**config.mk**
```make
export PLATFORM = sky130hd
export DESIGN_NAME = decode_pipe_ctrl
export DESIGN_NICKNAME = d
export VERILOG_FILES = /design/src/rtl/cpu_isa_pkg.sv /design/src/rtl/inst_decode_comb.sv /design/src/rtl/decode_pipe_ctrl.sv
export SDC_FILE = /design/constraint.sdc
export NUM_CORES = 1
export LEC_CHECK = 0
export CAP_MARGIN = 10
export CELL_PAD_IN_SITES_DETAIL_PLACEMENT = 1
export CELL_PAD_IN_SITES_GLOBAL_PLACEMENT = 2
export CORE_MARGIN = 2
export CORE_UTILIZATION = 20
export DETAILED_ROUTE_END_ITERATION = 8
export PLACE_DENSITY_LB_ADDON = 0.1
export SYNTH_ARGS = -nofsm -noshare
export SYNTH_HDL_FRONTEND = slang
export SYNTH_SLANG_ARGS = --single-unit
```
**constraint.sdc**
```tcl
create_clock -name clk -period 1.5 [get_ports clk]
set_input_delay 0.225 -clock clk [delete_from_list [all_inputs] [get_ports clk]]
set_output_delay 0.225 -clock clk [all_outputs]
set_load 0.05 [all_outputs]
```
**src/rtl/cpu_isa_pkg.sv**
```systemverilog
// cpu_isa_pkg: ISA type-field constants, shift-immediate op-code check and decoded-control struct.
package cpu_isa_pkg;
    localparam logic [5:0] RTYPE = 6'b101010;
    localparam logic [5:0] VLD   = 6'b100000;
    localparam logic [5:0] VSD   = 6'b100001;
    localparam logic [5:0] VBEZ  = 6'b100010;
    localparam logic [5:0] VBNEZ = 6'b100011;
    localparam logic [5:0] VNOP  = 6'b111100;

    // Shift-immediate R-type ops reuse the rB slot, so a non-zero rB there is malformed.
    function automatic logic is_shift_op(input logic [5:0] op);
        return op inside {6'b000100, 6'b000101, 6'b001101, 6'b010000, 6'b010001, 6'b010010};
    endfunction

    typedef struct packed {
        logic wr_en;
        logic mem_en;
        logic memwr_en;
        logic bez;
        logic bnez;
        logic rd_as_source;
        logic illegal;
    } ctrl_t;
endpackage

```
**src/rtl/inst_decode_comb.sv**
```systemverilog
// inst_decode_comb: pure combinational decode of one big-endian instruction.
//   inst          instruction, bit 0 is the MSB as in the ISA
//   ctrl          decoded control struct
//   rd/ra/rb/ww/ppp/imm/op  extracted fields
//   src_a/src_b/src_d  register fields this instruction reads
//   is_load       instruction is a VLD (writes rD through the load path)
module inst_decode_comb
    import cpu_isa_pkg::*;
(
    input  logic [0:31] inst,
    output ctrl_t       ctrl,
    output logic [4:0]  rd,
    output logic [4:0]  ra,
    output logic [4:0]  rb,
    output logic [1:0]  ww,
    output logic [2:0]  ppp,
    output logic [15:0] imm,
    output logic [5:0]  op,
    output logic        src_a,
    output logic        src_b,
    output logic        src_d,
    output logic        is_load
);
    logic [5:0] kind;
    logic       ra_zero;
    logic       shift_bad;

    assign kind      = inst[0:5];
    assign rd        = inst[6:10];
    assign ra        = inst[11:15];
    assign rb        = inst[16:20];
    assign ppp       = inst[21:23];
    assign ww        = inst[24:25];
    assign op        = inst[26:31];
    assign imm       = inst[16:31];
    assign ra_zero   = ra == 5'd0;
    assign shift_bad = is_shift_op(op) && rb != 5'd0;

    always_comb begin
        ctrl    = '0;
        src_a   = 1'b0;
        src_b   = 1'b0;
        src_d   = 1'b0;
        is_load = 1'b0;
        case (kind)
            RTYPE: begin
                ctrl.wr_en        = !shift_bad;
                ctrl.rd_as_source = !shift_bad;
                ctrl.illegal      = shift_bad;
                src_a             = 1'b1;
                src_b             = 1'b1;
            end
            VLD: begin
                ctrl.mem_en  = ra_zero;
                ctrl.illegal = !ra_zero;
                is_load      = 1'b1;
            end
            VSD: begin
                ctrl.mem_en   = ra_zero;
                ctrl.memwr_en = ra_zero;
                ctrl.illegal  = !ra_zero;
                src_d         = 1'b1;
            end
            VBEZ: begin
                ctrl.bez     = ra_zero;
                ctrl.illegal = !ra_zero;
                src_d        = 1'b1;
            end
            VBNEZ: begin
                ctrl.bnez    = ra_zero;
                ctrl.illegal = !ra_zero;
                src_d        = 1'b1;
            end
            VNOP:    ctrl = '0;
            default: ctrl.illegal = 1'b1;
        endcase
    end
endmodule

```
**src/rtl/decode_pipe_ctrl.sv**
```systemverilog
// decode_pipe_ctrl: registered ID stage with valid/ready intake, ID/EX register and load scoreboard.
//   clk, reset_n (async active-low)
//   if_valid/if_inst/if_ready   intake handshake from IF
//   ex_ready                    EX consumes the ID register
//   flush                       kill ID contents and refuse input
//   wb_valid/wb_rd              load writeback, clears a pending scoreboard bit
//   id_*                        registered decode outputs, id_valid marks a live instruction
//   stall_cnt                   saturating count of hazard-stall cycles
// Define DECODE_SCOREBOARD_EN to build the scoreboard and hazard stall; otherwise hazard is 0.
module decode_pipe_ctrl
    import cpu_isa_pkg::*;
#(
    parameter int NUM_REGS   = 32,
    parameter int REG_ADDR_W = 5,
    parameter int CNT_W      = 16
)
(
    input  logic                  clk,
    input  logic                  reset_n,
    input  logic                  if_valid,
    input  logic [0:31]           if_inst,
    output logic                  if_ready,
    input  logic                  ex_ready,
    input  logic                  flush,
    input  logic                  wb_valid,
    input  logic [REG_ADDR_W-1:0] wb_rd,
    output logic                  id_valid,
    output logic                  id_wrEn,
    output logic                  id_memEn,
    output logic                  id_memwrEn,
    output logic                  id_bez,
    output logic                  id_bnez,
    output logic                  id_rD_as_source,
    output logic                  id_illegal,
    output logic [REG_ADDR_W-1:0] id_rD,
    output logic [REG_ADDR_W-1:0] id_rA,
    output logic [REG_ADDR_W-1:0] id_rB,
    output logic [1:0]            id_WW,
    output logic [2:0]            id_ppp,
    output logic [15:0]           id_imm,
    output logic [5:0]            id_op_code,
    output logic [CNT_W-1:0]      stall_cnt
);
    ctrl_t       d_ctrl;
    logic [4:0]  d_rd, d_ra, d_rb;
    logic [1:0]  d_ww;
    logic [2:0]  d_ppp;
    logic [15:0] d_imm;
    logic [5:0]  d_op;
    logic        d_src_a, d_src_b, d_src_d, d_load;
    logic        hazard, accept, handoff;

    inst_decode_comb u_dec (
        .inst(if_inst), .ctrl(d_ctrl), .rd(d_rd), .ra(d_ra), .rb(d_rb), .ww(d_ww),
        .ppp(d_ppp), .imm(d_imm), .op(d_op), .src_a(d_src_a), .src_b(d_src_b),
        .src_d(d_src_d), .is_load(d_load)
    );

    assign if_ready = reset_n && (!id_valid || ex_ready) && !hazard && !flush;
    assign accept   = if_valid && if_ready;
    assign handoff  = id_valid && ex_ready && !flush;

    always_ff @(posedge clk or negedge reset_n) begin
        if (!reset_n) begin
            id_valid        <= 1'b0;
            id_wrEn         <= 1'b0;
            id_memEn        <= 1'b0;
            id_memwrEn      <= 1'b0;
            id_bez          <= 1'b0;
            id_bnez         <= 1'b0;
            id_rD_as_source <= 1'b0;
            id_illegal      <= 1'b0;
            id_rD           <= '0;
            id_rA           <= '0;
            id_rB           <= '0;
            id_WW           <= '0;
            id_ppp          <= '0;
            id_imm          <= '0;
            id_op_code      <= '0;
        end else if (flush) begin
            id_valid <= 1'b0;
        end else if (accept) begin
            id_valid        <= 1'b1;
            id_wrEn         <= d_ctrl.wr_en;
            id_memEn        <= d_ctrl.mem_en;
            id_memwrEn      <= d_ctrl.memwr_en;
            id_bez          <= d_ctrl.bez;
            id_bnez         <= d_ctrl.bnez;
            id_rD_as_source <= d_ctrl.rd_as_source;
            id_illegal      <= d_ctrl.illegal;
            id_rD           <= d_rd;
            id_rA           <= d_ra;
            id_rB           <= d_rb;
            id_WW           <= d_ww;
            id_ppp          <= d_ppp;
            id_imm          <= d_imm;
            id_op_code      <= d_op;
        end else if (handoff) begin
            id_valid <= 1'b0;
        end
    end

`ifdef DECODE_SCOREBOARD_EN
    localparam logic [NUM_REGS-1:0] ONE = NUM_REGS'(1);
    logic [NUM_REGS-1:0] sb, pend, set_vec, clr_vec;
    logic                id_load;

    // A legal VLD is the only instruction with memEn set and memwrEn clear.
    assign id_load = id_memEn && !id_memwrEn;

    always_comb begin
        set_vec = (handoff && id_load) ? ONE << id_rD : '0;
        clr_vec = wb_valid ? ONE << wb_rd : '0;
        // The VLD sitting in ID counts as pending even though its bit is not yet set.
        pend    = sb | ((id_valid && id_load) ? ONE << id_rD : '0);
        hazard  = !d_ctrl.illegal && ((d_src_a && pend[d_ra]) || (d_src_b && pend[d_rb]) ||
                  ((d_src_d || d_load) && pend[d_rd]));
    end

    always_ff @(posedge clk or negedge reset_n) begin
        if (!reset_n) begin
            sb        <= '0;
            stall_cnt <= '0;
        end else begin
            sb <= (sb & ~clr_vec) | set_vec;
            if (if_valid && hazard && !flush && !(&stall_cnt))
                stall_cnt <= stall_cnt + 1'b1;
        end
    end
`else
    logic unused_sb;

    assign hazard    = 1'b0;
    assign stall_cnt = '0;
    assign unused_sb = ^{wb_valid, wb_rd, d_src_a, d_src_b, d_src_d, d_load};
`endif
endmodule

```
# [Yosys cells after proc, flatten, opt, wreduce, memory -nomap -nowiden]
# Index checks and enable logic that the tools add are counted.
[op_classes] n_addsub=0 div=0 n_shift=0 bitwise=1 order_cmp=0 n_mux=9 reduce_logical=18 n_mul=0 n_eq_ne=12
[ops] cell="$eq A6 B6 Y1 const B" count=6
[ops] cell="$eq A6 B5 Y1 const B" count=3
[ops] cell="$eq A6 B3 Y1 const B" count=2
[ops] cell="$mux W1" count=8
[ops] cell="$eq A6 B4 Y1 const B" count=1
[ops] cell="$logic_and A1 B1 Y1" count=6
[ops] cell="$reduce_bool A6 Y1" count=1
[ops] cell="$logic_not A5 Y1" count=1
[ops] cell="$reduce_bool A5 Y1" count=1
[ops] cell="$logic_not A1 Y1" count=4
[ops] cell="$reduce_or A4 Y1" count=1
[ops] cell="$pmux W1 S3" count=1
[ops] cell="$reduce_bool A3 Y1" count=1
[ops] cell="$reduce_and A2 Y1" count=1
[ops] cell="$reduce_or A2 Y1" count=1
[ops] cell="$logic_or A1 B1 Y1" count=1
[ops] cell="$not A1 Y1" count=1
[word_totals] ramBits=0 elab_cells=54 in_bits=43 register_bits=49 mem_bits_ro=0 latchBits=0 output_inout_bits=67 memories=0

# [Logic depth before layout (Yosys ltp)]
# Gate-level depths: netlist of run 1.
[logic_depth] depth_word=7 ltp_mapped=5 mapped_depth_nobuf=4

# [Hierarchy]
# From an unflattened synthesis of run 1, not the netlist that was laid out.
[hier_totals] hier_cells=199 hier_area_um2=2738.9
[modules_own_cells] mod="decode_pipe_ctrl" cells_per_inst=125 n_inst=1 area_each_um2=2218.4 seq_area_each_um2=1251.2
[modules_own_cells] mod="inst_decode_comb" cells_per_inst=74 n_inst=1 area_each_um2=520.5 seq_area_each_um2=0.0

# [Worst setup path before layout of run 1]
# OpenSTA, ideal clock, no wires.
[synth_path] kind="flip-flop to flip-flop" startpoint="register id_valid" endpoint="register id_WW[0]" required_ns=1.375 slack_ns=-0.157 path_buffers=1 t_arrival_ns=1.532 synth_period_minus_slack_ns=1.657 setup_time_ns=0.125 path_stages_with_launch=5 path_cell_list="dfrtp_1 nand2b_1 nand4b_2 buf_2 mux2_2"
[synth_via] elab_chain_cells=6
[synth_rtl] item="start: declaration" line="decode_pipe_ctrl.sv:27" source="output logic id_valid,"
[synth_rtl] item="start signal: assignment" line="decode_pipe_ctrl.sv:65" source="id_valid <= 1'b0;"
[synth_rtl] item="start signal: assignment" line="decode_pipe_ctrl.sv:81" source="id_valid <= 1'b0;"
[synth_rtl] item="start signal: assignment" line="decode_pipe_ctrl.sv:83" source="id_valid <= 1'b1;"
[synth_rtl] item="$logic_not A1 Y1" line="decode_pipe_ctrl.sv:59" source="assign if_ready = reset_n && (!id_valid || ex_ready) && !hazard && !flush;"
[synth_rtl] item="$logic_or A1 B1 Y1" line="decode_pipe_ctrl.sv:59"
[synth_rtl] item="$logic_and A1 B1 Y1 (2 in a row)" line="decode_pipe_ctrl.sv:59"
[synth_rtl] item="$logic_and A1 B1 Y1" line="decode_pipe_ctrl.sv:60" source="assign accept = if_valid && if_ready;"
[synth_rtl] item="$reduce_and A2 Y1 (no source line)"
[synth_rtl] item="end signal: assignment" line="decode_pipe_ctrl.sv:94" source="id_WW <= d_ww;"
[synth_rtl] item="end: declaration" line="decode_pipe_ctrl.sv:38" source="output logic [1:0] id_WW,"
# No other way between the ends.
# A chain may end at the register's enable or synchronous reset.

# [Worst setup path in the final report of run 1]
[layout_path] startpoint="input port if_inst[20] (netlist bit)" endpoint="register id_rD_as_source"
[layout_via] elab_chain_cells=4
[layout_rtl] item="start: declaration" line="decode_pipe_ctrl.sv:21" source="input logic [0:31] if_inst,"
[layout_rtl] item="$reduce_bool A5 Y1" line="inst_decode_comb.sv:37" source="assign shift_bad = is_shift_op(op) && rb != 5'd0;"
[layout_rtl] item="$logic_and A1 B1 Y1" line="inst_decode_comb.sv:37"
[layout_rtl] item="$logic_not A1 Y1" line="inst_decode_comb.sv:48" source="ctrl.rd_as_source = !shift_bad;"
[layout_rtl] item="$mux W1" line="inst_decode_comb.sv:45" source="case (kind)"
[layout_rtl] item="end signal: assignment" line="decode_pipe_ctrl.sv:89" source="id_rD_as_source <= d_ctrl.rd_as_source;"
[layout_rtl] item="end: declaration" line="decode_pipe_ctrl.sv:33" source="output logic id_rD_as_source,"
# No other way between the ends.

==> results of run 1 <==
## Yosys cell counts (2+ instances only)
| library cell | n | area share [%] |
|---|---|---|
| a22o_1 | 2 | 1.1 |
| nor2_1 | 4 | 0.92 |
| mux2_2 | 26 | 18 |
| a211o_1 | 2 | 1.1 |
| buf_4 | 33 | 15 |
| nand4_1 | 2 | 0.77 |
| dfrtp_1 | 33 | 51 |
| nand2_1 | 2 | 0.46 |
| a21oi_1 | 4 | 1.2 |
| buf_2 | 3 | 0.92 |
## critical path, cell delays in order
cell and delay (ps):
clkdlybuf4s50_1 420, or4_1 550, o21bai_2 180, a21oi_1 70
o31ai_2 220
## power groups by stage
stage	sequential (mW)	clock [mW]	combinational [mW]
after CTS	1.17	0.915	1.82
after detailed placement	1.19	0	1.82
after global routing	1.19	0.958	1.87
after global placement	1.17	0	1.81
final	1.17	0.884	1.80
after floorplan	1.66	0	0.750
## final cells by class
type	instances	area [µm²]	area share [%]
flip-flops and latches	33	827	31.0
multi-input cells	76	618	23.2
well taps	102	128	4.78
repair buffers	98	978	36.7
clock buffers	7	86.3	3.24
clock inverters	1	30.0	1.13
## metal layers
layer	wire, µm	up-vias	GRT usage (%)
li1	-	575	-
met1	1830	621	11.5
met2	2490	58	19.5
met3	310	5	2.65
met4	68	0	4.35
met5	0	-	0
## flip-flops by register name, indices dropped and copies added (netlist names)
register / flops
id_rD_as_source: 1
id_rA: 5
id_bnez: 1
id_memEn: 1
id_imm: 8
id_bez: 1
id_memwrEn: 1
id_rD: 5
id_rB: 5
id_WW: 1
id_illegal: 1
id_valid: 1
id_ppp: 2
## cells in the final DEF, fill, tap and decap left out, drive strengths merged, types with 2 or more instances in the layout
master and count:
a21oi 4, clkbuf 7, buf 63, a22o 2
mux2 26, clkdlybuf4s50 32, conb 16, nand4 2
a211o 2, nor2 4, dlymetal6s2s 3, dfrtp 33
nand2 2
## worst max path at each step
stage,end,slack [ps],depth (start not counted)
2_1_floorplan,id_WW[0],-10,4
3_3_place_gp,id_memwrEn,-270,5
3_5_place_dp,id_memwrEn,-300,5
4_1_cts,if_ready,30,3
5_1_grt,if_ready,-4,4
6_report,id_rD_as_source,40,5
## repair_timing
item                       CTS  global route
setup endpoints to repair    1             6
pin swaps                    0             4
resized for setup            1             6
hold buffers                 0             0
## cells by family (layout without fill, tap and decap cells)
kind of cell           Yosys count  after routing  synth area share, %
XOR/XNOR                         1              1                0.538
AND/OR/NAND/NOR                 20             20                 8.22
other                            1             16                0.230
multiplexers                    26             26                 18.0
flip-flops                      33             33                 50.7
AO/OA/AOI/OAI                   13             13                 6.22
buffers and inverters           36            106                 16.1
## metrics by stage
step,utilization (%),setup slack [ps],power [mW]
global placement,32.3,-275,2.98
detailed placement,32.3,-297,3.00
CTS,33.9,34.8,3.90
finish,34.2,42.0,3.85
global route,34.2,-3.74,4.02
floorplan,-,-10.7,2.41
==> impl_metrics.ini, run 1 <==
[detailed_routing]
vias = 1259
via_per_inst = 3.97
drt-initial-drc-count = 15
firstDrtPassIters = 4
drc = 0
wl_mm = 4.69
wire_per_inst_um = 14.8
drtAntennaViolNets = 0

[logic_synthesis]
synth_edf_count = 0
synthFlopType = dfrtp_1
postSynth.asyncResetShare_pct = 100
synth.distinct_cells = 29
yosys_register_bits = 33
syn_area_um2 = 1630
syn_avg_cell_area_um2 = 12.5
syn-instance-count = 130
ys_seq_area_share_pct = 50.7
ys_warn_count = 0

[cells_and_area]
nNetsFinal = 257
final_cells = 317
final_layout_size_suffix_gt1_share_pct = 48.4
nFillCells = 868
syn_to_final_growth_pct = 63.7
antenna-diode-count = 0
design_area_um2 = 2670

[clocking]
cts_setup_buffers = 0
cts_buffers = 5
cts_tree = done
worstSkewPairLatency_ps = 280
cts.sinks = 33
path_clk_slew_ps = 70
cts-htree-levels = 2
clockRootBuffer = clkbuf_8
clk_path_buf_depth = 2

[timing]
period_needed_ps = 1460
hold_violations = 0
period_share_pct = 97.2
clock_skew_ps = 6.71
whs_ps = 73.0
setup_viol = 0
setup_tns_ps = 0
final-max-slew-violation-count = 0
max_freq_mhz = 686

[place]
dp.cells = 309
dp_hpwl_mm = 3.58
portBuffers = 87
placed_area_um2 = 2520
place_congestion = 0.776

[job]
drv_cap = 0

[global_routing]
antenna_found_initial = 0
gr-usage-all-layers_pct = 10.6
overflow = 0
grt_pass1_wl_mm = 7.06
grt_max_degree = 36
grt_pass1_vias = 1348

[floorplan]
ios = 110
dieArea_um2 = 8880
initial_core_util_pct = 20.9
die-width_um = 94.3
core_area_um2 = 7810
fp-row-count = 32
die_h_um = 94.3

[worst_setup_path]
worst_setup_path_start_kind = input port
r2r_end = id_rD_as_source
worstSetupPathType = in2reg
crit_arrival_ps = 1660
regToRegStartpoint = id_valid
ff2ff_path_depth = 5
worstSetupEndpointType = flop
path_max_fanout = 2
crit_required_ps = 1700
critPathLaunch = if_inst[20]
r2r_slack_ps = 140

[pwr]
p_comb_share_pct = 46.8
internal-power_mw = 2.22
irDropWorstVdd_mv = 0.485
clkPwrFrac_pct = 22.9
seq_power_share_pct = 30.3
power_density_nw_per_um2 = 1440
netSwitchingFraction_pct = 42.4
p_leak_nw = 1.22
power.switching_mw = 1.64

[run_status]
status = complete, no violations

[min_path]
hold_class = in2async
Power figures use the tool's default switching activity.
==> run 2, diff against run 1 <==
- CORE_ASPECT_RATIO: unset -> 0.5
==> run 2 against run 1 <==
Final area increased by 3.5%. Maximum frequency increased by 0.88%. Flip-flop and latch count unchanged. Via count increased by 0.56%. Clock power increased by 13%. Die area increased by 0.49%. Sequential power about the same. First-iteration DRC count increased by 47%. Non-clock buffer count increased by 2. Setup slack improved by 13 ps. Critical endpoint is now if_ready.
==> impl_metrics.ini, run 2 (synthesized netlist as in run 1, its figures left out) <==
[min_path]
hold_class = in2async

[timing]
setup_viol = 0
period_share_pct = 96.4
clock_skew_ps = 3.52
rsz0062_at_grt = yes
final-max-slew-violation-count = 0
max_freq_mhz = 692
setup_tns_ps = 0
hold_violations = 0
period_needed_ps = 1450

[worst_setup_path]
path_buf_inv = 2
crit_arrival_ps = 1220
r2r_slack_ps = 200
crit_required_ps = 1270
critPathLaunch = id_valid
worst_setup_path_start_kind = flop
slowest_stage = dfrtp_2
cp_cell_sequence = nand2b_4 -> buf_4 -> and3b_2 -> buf_12
worstSetupEndpointType = output port
worstSetupPathType = reg2out
crit_family = flip-flops
regToRegStartpoint = id_valid
max_stage_delay_ps = 420
path_max_fanout = 2

[detailed_routing]
firstDrtPassIters = 2
vias = 1266
drtAntennaViolNets = 0
wl_mm = 4.29
via_per_inst = 3.86
drt-initial-drc-count = 22
drc = 0
wire_per_inst_um = 13.1

[cells_and_area]
final_layout_size_suffix_gt1_share_pct = 49.1
antenna-diode-count = 0
largest-register = id_imm
largest_reg_flops = 8
multiInputGateArea_um2 = 622
nNetsFinal = 259
regArea_um2 = 827
nFillCells = 885
mostFrequentLayoutCell = buf_4
syn_to_final_growth_pct = 69.4
final_cell_mix = buf_4, clkdlybuf4s50_1, dfrtp_1, mux2_2, conb_1

[global_routing]
overflow = 0
grt_pass1_vias = 1327
antenna_found_initial = 0
gr-usage-all-layers_pct = 10.1
grt_max_degree = 34
grt_pass1_wl_mm = 6.76

[clocking]
cts_buffers = 5
cts-htree-levels = 2
clockRootBuffer = clkbuf_16
clk_path_buf_depth = 2
cts.sinks = 33
hold_buffers = 0
path_clk_slew_ps = 50
worstSkewPairLatency_ps = 270
cts_tree = done

[pwr]
irDropWorstVdd_mv = 0.389
finalPower_mw = 3.96
p_leak_nw = 1.25
power_density_nw_per_um2 = 1440

[job]
drv_cap = 0

[place]
dp_hpwl_mm = 3.36
portBuffers = 87
place_congestion = 0.668

[floorplan]
fp-row-count = 23
initial_core_util_pct = 20.5
die_h_um = 67.8
ios = 110
core_area_um2 = 7940
dieArea_um2 = 8930
die-width_um = 132

[run_status]
status = complete, no violations
[run 2: final timing paths]
check,endpoint,depth (start not counted)
max,if_ready,4
min in group clk,id_valid,4
max in group asynchronous,id_valid,2
max reg2reg,id_memwrEn,5
min,id_bnez,2
min reg2reg,id_rA[3],1
[run 2: per-stage QoR]
step	cells	hold WS [ps]	worst slack (ps)	utilization (%)	instance area (µm²)
5_1_grt	328	106	-17.4	34.8	2760
3_3_place_gp	320	372	-235	32.5	2580
6_report	328	42.0	54.7	34.8	2760
4_1_cts	327	82.3	8.45	34.4	2730
2_1_floorplan	145	-70.6	-10.7	-	1690
3_5_place_dp	320	375	-265	32.5	2580
[run 2: layout make-up]
cell class	count	share of cell area, %
well taps	112	5.08
flip-flops and latches	33	30.0
multi-input cells	76	22.5
clock buffers	7	5.17
repair buffers	100	37.3
[run 2: what timing repair did]
item	in CTS	in global routing
gates resized for setup	2	5
hold endpoints to repair	0	0
setup endpoints to repair	1	4
cloned	0	0
buffers inserted	0	1
[run 2: power by group]
group | switching (mW) | internal (mW)
Clock | 0.349 | 0.651
Sequential | 0.119 | 1.04
Combinational | 1.16 | 0.646
Total | 1.63 | 2.34
[run 2: metal layers]
layer | share of wire (%) | track usage (%) | up-vias
met5 | 0 | 0 | -
met4 | 1.4 | 4.48 | 0
met3 | 6.8 | 3.56 | 4
met2 | 49 | 17.7 | 50
met1 | 43 | 11.6 | 630
li1 | - | - | 582
[run 2: worst reg2reg max path, stage by stage (launching register included)]
cell	delay (ps)
dfrtp_2	420
nand2b_4	80
nand4b_2	180
buf_12	210
nor3_2	200
a22o_1	150
==> run 3, diff against run 2 <==
- CORE_UTILIZATION: 20 -> 24
- DONT_BUFFER_PORTS: unset -> 1
- GPL_ROUTABILITY_DRIVEN: unset -> 0
==> run 3 against run 2 <==
Clock power down 4%. Via count down 24%. Sequential power up 14%. Die area down 16%. Final cell count down 29%. Flip-flop and latch count unchanged. Global-route usage down 0.12 points. Non-clock buffer count down 75. Critical path depth down 1. Sequential share of layout area up 14 points. Final area down 32%. Critical path type unchanged. Largest power group is now sequential cells.
==> impl_metrics.ini, run 3 (synthesized netlist as in run 1, its figures left out) <==
[run_status]
status = complete, no violations

[cells_and_area]
mostFrequentLayoutCell = dfrtp_1
antenna-diode-count = 0
largest_reg_flops = 8
syn_to_final_growth_pct = 15.3
final_cell_mix = dfrtp_1, mux2_2, buf_4, conb_1, clkbuf_16
regArea_um2 = 827
largest-register = id_imm
nFillCells = 740
final_layout_size_suffix_gt1_share_pct = 42.3
multiInputGateArea_um2 = 597
nNetsFinal = 184

[pwr]
power.switching_mw = 1.52
power_density_nw_per_um2 = 1830
irDropWorstVdd_mv = 0.382
p_comb_share_pct = 33.4
internal-power_mw = 1.91
p_leak_nw = 0.828
netSwitchingFraction_pct = 44.2
finalPower_mw = 3.43
seq_power_share_pct = 38.5
clkPwrFrac_pct = 28.1

[worst_setup_path]
cp_cell_sequence = nand2b_1 -> and3b_1 -> buf_4
worstSetupPathType = reg2out
critPathCapture = if_ready
regToRegStartpoint = id_valid
crit_family = flip-flops
worst_setup_path_start_kind = flop
path_buf_inv = 1
worstSetupEndpointType = output port
crit_required_ps = 1270
r2r_end = id_memwrEn
r2r_slack_ps = 170
path_max_fanout = 3
crit_cells = 3
crit_arrival_ps = 1180
ff2ff_path_depth = 5
max_stage_delay_ps = 390
slowest_stage = dfrtp_2
critPathLaunch = id_valid

[floorplan]
dieArea_um2 = 7500
ios = 110
die-width_um = 121
die_h_um = 62.3
core_area_um2 = 6620
fp-row-count = 21
initial_core_util_pct = 24.6

[global_routing]
grt_pass1_wl_mm = 5.62
antenna_found_initial = 0
grt_max_degree = 34
overflow = 0
grt_pass1_vias = 987
gr-usage-all-layers_pct = 10.0

[timing]
final-max-slew-violation-count = 0
period_share_pct = 93.3
rsz0062_at_grt = no
clock_skew_ps = 5.54
whs_ps = 56.5
max_freq_mhz = 714
setup_tns_ps = 0
hold_violations = 0
setup_viol = 0
period_needed_ps = 1400
tightest_slew_ps = 502
slew_headroom_pct = 66.6

[detailed_routing]
via_per_inst = 4.12
firstDrtPassIters = 4
wl_met1_mm = 1.45
vias = 965
drt-initial-drc-count = 35
dr.max_layer_used = met4
wl_met2_mm = 1.64
wire_per_inst_um = 15.1
drtAntennaViolNets = 0
wl_mm = 3.53
wl_met3_um = 376
drc = 0

[clocking]
cts.sinks = 33
cts-htree-levels = 2
path_clk_slew_ps = 50
worstSkewPairLatency_ps = 270
clockRootBuffer = clkbuf_16
cts_buffers = 5
cts_tree = done
cts_resized = 0
clk_path_buf_depth = 2

[job]
drv_cap = 0

[place]
dp_hpwl_mm = 2.62
portBuffers = 0

[min_path]
hold_class = in2reg
hold_path_startpoint = flush
run 3: per-stage QoR:
step	std cells	setup WS (ps)	area [µm²]	utilization, %
final	234	99.8	1880	28.4
after global routing	234	36.8	1880	28.4
after CTS	234	85.9	1880	28.4
after detailed placement	224	129	1710	25.9
after global placement	224	145	1710	25.9
after floorplan	145	-10.7	1690	-
run 3: power groups by stage:
stage	clock network [mW]	registers [mW]	logic, mW
after floorplan	0	1.66	0.750
after global placement	0	1.34	1.12
after detailed placement	0	1.34	1.13
after CTS	1.01	1.32	1.15
after global routing	1.06	1.34	1.19
final	0.963	1.32	1.14
run 3: worst min-delay path by stage:
| stage | to | slack (ps) | cells after the start |
|---|---|---|---|
| after floorplan | id_WW[0] | -70 | 0 |
| after global placement | id_rD[0] | -70 | 0 |
| after detailed placement | id_rD[0] | -70 | 0 |
| after CTS | id_valid | 60 | 1 |
| after global routing | id_memwrEn | 80 | 1 |
| final | id_valid | 60 | 1 |
run 3: worst reg2reg max path, cell delays in order (launching register included):
cell and delay (ps):
dfrtp_2 390, nand2b_1 110, nand4b_2 140, buf_4 190, nor3_1 260, a22o_1 170
run 3: repair_timing:
action	4_1_cts	5_1_grt
hold buffers	2	0
buffers inserted	0	0
hold endpoints to repair	33	0
run 3: layer usage:
layer | global-route usage (%) | up-vias
li1 | - | 431
met1 | 12.0 | 476
met2 | 15.2 | 52
met3 | 4.60 | 6
met4 | 5.09 | 0
met5 | 0 | -
run 3: layout make-up:
| type | instances | area share (%) |
|---|---|---|
| tap | 92 | 6.13 |
| sequential | 33 | 44.0 |
| clock buffer | 8 | 7.26 |
| multi-input combinational | 76 | 31.8 |
| timing repair buffer | 25 | 10.8 |
